File: src/rtl/branch_predictor.sv
`default_nettype none
// +----------------------------------------------------------------------------+
// | branch_predictor                                                           |
// | Direct-mapped BTB with 2-bit counters; optional gshare PHT (BP_GSHARE_EN). |
// | Revision: 1.0                                                              |
// +----------------------------------------------------------------------------+
module branch_predictor #(
   parameter int IDX_BITS = 4,
   parameter int GHR_BITS = 4
) (
   input  logic                clk,
   input  logic                rst_n,
   input  logic [31:0]         if_pc,
   output logic                if_pred_taken,
   output logic [31:0]         if_pred_target,
   output logic [GHR_BITS-1:0] if_ghr,
   input  logic                id_valid,
   input  logic [31:0]         id_pc,
   input  logic                id_taken,
   input  logic [31:0]         id_target,
   input  logic                id_pred_taken,
   input  logic [31:0]         id_pred_target,
   input  logic [GHR_BITS-1:0] id_ghr,
   output logic                id_mispredict,
   output logic [31:0]         id_redirect_pc
);

   localparam int ENTRIES  = 2**IDX_BITS;
   localparam int TAG_BITS = 30 - IDX_BITS;

   logic                valid_q  [ENTRIES];
   logic [TAG_BITS-1:0] tag_q    [ENTRIES];
   logic [31:0]         target_q [ENTRIES];
   logic [1:0]          ctr_q    [ENTRIES];

   logic [IDX_BITS-1:0] w_if_idx, w_id_idx, w_if_pht_idx, w_id_pht_idx;
   logic [TAG_BITS-1:0] w_if_tag, w_id_tag;
   logic                w_if_hit, w_id_hit;
   logic [1:0]          w_id_ctr, w_ctr_inc, w_ctr_dec;

   assign w_if_idx = if_pc[IDX_BITS+1:2];
   assign w_if_tag = if_pc[31:IDX_BITS+2];
   assign w_id_idx = id_pc[IDX_BITS+1:2];
   assign w_id_tag = id_pc[31:IDX_BITS+2];

`ifdef BP_GSHARE_EN
   logic [GHR_BITS-1:0] ghr_q, ghr_d;

   // Prediction indexes with live history; training uses the history the instr saw at fetch.
   assign w_if_pht_idx = w_if_idx ^ IDX_BITS'(ghr_q);
   assign w_id_pht_idx = w_id_idx ^ IDX_BITS'(id_ghr);
   assign if_ghr       = ghr_q;

   always_comb begin
      ghr_d = ghr_q;
      if (id_valid) begin
         if (id_mispredict) ghr_d = {id_ghr[GHR_BITS-2:0], id_taken};
         else               ghr_d = {ghr_q[GHR_BITS-2:0], id_taken};
      end
   end

   always_ff @(posedge clk or negedge rst_n) begin
      if (!rst_n) ghr_q <= '0;
      else        ghr_q <= ghr_d;
   end
`else
   logic w_unused_ghr;

   assign w_if_pht_idx = w_if_idx;
   assign w_id_pht_idx = w_id_idx;
   assign if_ghr       = '0;
   assign w_unused_ghr = ^id_ghr;
`endif

   assign w_if_hit       = valid_q[w_if_idx] && (tag_q[w_if_idx] == w_if_tag);
   assign if_pred_taken  = w_if_hit && ctr_q[w_if_pht_idx][1];
   assign if_pred_target = if_pred_taken ? target_q[w_if_idx] : if_pc + 32'd4;

   assign w_id_hit  = valid_q[w_id_idx] && (tag_q[w_id_idx] == w_id_tag);
   assign w_id_ctr  = ctr_q[w_id_pht_idx];
   assign w_ctr_inc = (w_id_ctr == 2'b11) ? w_id_ctr : w_id_ctr + 2'd1;
   assign w_ctr_dec = (w_id_ctr == 2'b00) ? w_id_ctr : w_id_ctr - 2'd1;

   assign id_mispredict  = id_valid && ((id_taken != id_pred_taken) ||
                                        (id_taken && (id_pred_target != id_target)));
   assign id_redirect_pc = id_taken ? id_target : id_pc + 32'd4;

   // A taken miss claims the slot outright, evicting whichever PC aliased there.
   always_ff @(posedge clk or negedge rst_n) begin
      if (!rst_n) begin
         for (int i = 0; i < ENTRIES; i++) begin
            valid_q[i]  <= 1'b0;
            tag_q[i]    <= '0;
            target_q[i] <= '0;
            ctr_q[i]    <= 2'b01;
         end
      end else if (id_valid) begin
         if (w_id_hit) begin
            if (id_taken) begin
               ctr_q[w_id_pht_idx] <= w_ctr_inc;
               target_q[w_id_idx]  <= id_target;
            end else begin
               ctr_q[w_id_pht_idx] <= w_ctr_dec;
            end
         end else if (id_taken) begin
            valid_q[w_id_idx]   <= 1'b1;
            tag_q[w_id_idx]     <= w_id_tag;
            target_q[w_id_idx]  <= id_target;
            ctr_q[w_id_pht_idx] <= 2'b10;
         end
      end
   end

endmodule
`default_nettype wire

File: config.mk
export PLATFORM = sky130hd
export DESIGN_NAME = branch_predictor
export DESIGN_NICKNAME = d
export VERILOG_FILES = /design/src/rtl/branch_predictor.sv
export SDC_FILE = /design/constraint.sdc
export NUM_CORES = 2
export LEC_CHECK = 0
export CAP_MARGIN = 20
export CORE_ASPECT_RATIO = 1.4
export CORE_UTILIZATION = 46
export DETAILED_ROUTE_END_ITERATION = 6
export SLEW_MARGIN = 20
export SYNTH_ARGS = -nofsm -noshare
export SYNTH_HDL_FRONTEND = slang
export SYNTH_SLANG_ARGS = --single-unit
File: constraint.sdc
create_clock -name clk -period 9.7 [get_ports clk]
set_clock_uncertainty 0.1 [all_clocks]
set_input_delay 1.94 -clock clk [delete_from_list [all_inputs] [get_ports clk]]
set_output_delay 1.94 -clock clk [all_outputs]
set_load 0.01 [all_outputs]
==> flow_summary_export.csv <==
group,metric,value,unit
drt,vias,32400,
critical_path,critical_path_class,"in -> out",
drt,drc,0,
drt,vias_per_cell,6.34,
critical_path,startpoint_type,"primary input",
clocking,clk_path_buf_depth,3,
timing,rsz0062_at_grt,"no",
clocking,cts_tree,"done",
timing,setup_violations,0,
finish,fillCellCount,9223,
clocking,post_cts_resized,0,
drt,totalWireLength,167000,microns
finish,area_growth,12.6,%
die,pin_count,207,
timing,finalHoldWorstSlack,371,ps
critical_path,crit_slowest_cell,"o21ai_0",
timing,period_share,93.3,%
drt,ant_nets,0,
power,p_per_area,202,nW/um^2
power,vdd_drop_max,0.129,mV
die,die_x,285,microns
clocking,cts.sinks,976,
critical_path,endpoint_kind,"output port",
clocking,cts_buffers,97,
die,core,111000,sq um
clocking,post_cts_buffers,0,
global_route,grt_pass1_wl,244000,microns
power,leakage,24.8,nW
die,die_y,398,microns
clocking,worstSkewPairLatency,730,ps
run_status,outcome,"completed",
global_route,grt_antenna_before_repair,9,
clocking,ctsRootBufferMaster,"clkbuf_16",
timing,worstMarginPinSlew,1290,ps
timing,tns,0,ps
timing,slew_violations,0,
die,start_util,46.3,%
timing,period_minus_slack,9050,ps
yosys,synth_cell_types,74,
critical_path,path_cells,"buf_8 -> buf_4 -> mux4_2 -> mux2i_1 -> xor2_1 -> o21ai_0 -> nor4_1 -> buf_4 -> nand4_1 -> buf_12 -> nor2_1 -> a21oi_1 -> buf_4 -> clkdlybuf4s50_1",
yosys,avgSynthCellArea,14.8,sq um
yosys,synthCells,3488,
worst_hold_path,hold_class,"reg -> reg",
timing,max_slew_margin,13.1,%
yosys,synth_edf_count,0,
critical_path,crit_required,7660,ps
critical_path,cpPeakStageDelay,830,ps
drt,drt_pass1_iterations,6,
finish,drive_above_1_share,46.0,%
yosys,netlist_area,51600,sq um
yosys,synth-seq-area-share,47.4,%
clocking,clk_pin_slew_worst_paths,70,ps
die,dieArea,114000,sq um
finish,nets,3696,
yosys,ys_seq_elements,976,
placement,dp_hpwl,107000,microns
placement,portBuffers,198,
die,row_count,145,
critical_path,path_buf_inv,6,
clocking,cts-htree-levels,3,
global_route,grt_overflow,0,
flow_run,maxCapViolCount,0,
drt,first_iter_violations,3116,
placement,gp_routability_congestion,0.929,
drt,wl_per_cell,32.8,microns
global_route,grt_pass1_vias,34600,
timing,hold_viol_final,0,
finish,multiInputGateArea,25500,sq um
critical_path,cpMostUsedCell,"buf_4",
critical_path,crit_family,"buffers and inverters",
clocking,hold_buffers,0,
yosys,ys.flop_type,"dfrtp_1",
yosys,ys_async_sr_fraction,100,%
critical_path,worstPathArrival,7010,ps
finish,seqCellArea,24400,sq um
global_route,grt_use_total,29.7,%
yosys,ys.warnings.count,0,
timing,fmax,0.111,GHz
global_route,grt_start_max_net_pins,185,
critical_path,crit_fanout,62,
-- worst reg2reg max path, stage by stage (launching register included) --
cell and delay, ps:
dfrtp_1 400, mux4_2 490, mux4_2 490, xnor2_1 1010, nand3_1 330, nand4b_2 460, nor3_4 300, buf_4 370
nor3_4 220, buf_4 400, mux2_4 380
-- cell type report --
type                            count  area share, %
Antenna cell                        2        0.00861
Inverter                           36          0.233
Timing Repair Buffer              309           5.05
Clock inverter                     30          0.562
Clock buffer                      146           4.99
Multi-Input combinational cell   2134           43.9
Tap cell                         1470           3.16
Sequential cell                   976           42.1
-- kinds of logic (layout without fill, tap and decap cells) --
group / after synthesis / in the layout / share of synthesized area (%)
xor gates and xnor gates: 132 / 132 / 2.24
muxes: 1410 / 1410 / 40.2
and+or+nand+nor: 361 / 361 / 3.66
other: 1 / 6 / 0.00727
buffers and inverters: 381 / 521 / 3.47
adders and majority gates: 7 / 7 / 0.160
AOI/OAI and AO/OA: 220 / 220 / 2.87
DFF: 976 / 976 / 47.4
-- per-layer routing --
metal  up-vias  track usage [%]  share of wire [%]
met5         -                0              0.030
met4         8             16.0                5.7
met3       373             4.86                6.0
met2      1265             49.2                 50
met1     17600             37.5                 39
li1      13200                -                  -
-- registers in the layout (all words and copies together) (netlist names) --
signal	flops
ctr_q	32
tag_q	416
target_q	512
valid_q	16
-- cell usage after synthesis, drive strengths merged (3+ instances only) --
cell	count	area [sq um]
o22ai	17	106
a22o	12	105
mux2i	68	681
a221oi	3	26.3
nand4	21	131
mux4	381	8580
a21oi	41	205
o32ai	6	52.6
a22oi	13	97.6
and4	3	26.3
a31oi	4	25.0
nor2b	11	68.8
dfstp	16	420
buf	133	858
and3	15	93.8
o32a	9	90.1
or3	4	25.0
o21ai	64	320
xnor2	66	578
a2bb2oi	7	61.3
nand2b	8	50.1
nor4	12	87.6
nand2	104	390
or2	19	119
ha	5	62.6
nor3	24	229
xor2	66	578
inv	36	135
mux2	961	11500
dfrtp	960	24000
nor2	84	345
clkbuf	212	796
nand3	41	205
o211ai	11	82.6
o211a	10	100
and2	6	37.5
-- cell usage in the layout, fill, tap and decap left out, types with 15 or more instances in the layout --
cell type          n
xnor2_1           66
and3_1            15
clkinv_2          18
dfstp_2           16
nand2_1          100
nand3_1           41
clkdlybuf4s50_1  188
inv_1             34
a21oi_1           41
buf_4            105
dfrtp_1          960
nor2_4            16
mux4_2           381
mux2_2           771
nor2_1            68
mux2i_1           68
nand4_1           21
o22ai_1           17
o21ai_0           53
mux2_4           177
clkbuf_8          27
clkbuf_1          21
clkbuf_16         98
xor2_1            65
-- per-stage QoR --
step                      util, %  std cells  instance area (sq um)  power, mW  setup slack [ps]
final                        52.2       5103                  58100       11.7               652
after global routing         52.2       5102                  58100       12.2               765
after CTS                    52.1       5100                  58100       11.8               963
after detailed placement     49.2       4924                  54800       7.92               997
after global placement       49.2       4924                  54800       7.75               999
after floorplan                 -       3491                  51600       7.04              2610
-- where the power goes --
group | switching (mW) | internal [mW]
combinational | 1.03 | 1.46
clock | 1.69 | 2.16
sequential | 0.517 | 4.86
-- path summary, 6_finish.rpt --
kind,from,end,slack (ps),depth (start not counted)
hold reg to reg,ctr_q[30],ctr_q[30],370,2
max in group asynchronous,rst_n,target_q[199],6090,3
hold / removal,ctr_q[30],ctr_q[30],370,2
setup / recovery,if_pc[2],if_pred_target[31],650,14
setup reg to reg,tag_q[151],tag_q[318],4630,10
min in group asynchronous,rst_n,tag_q[414],1150,1
Note: power is estimated with default switching activity, not from simulation.
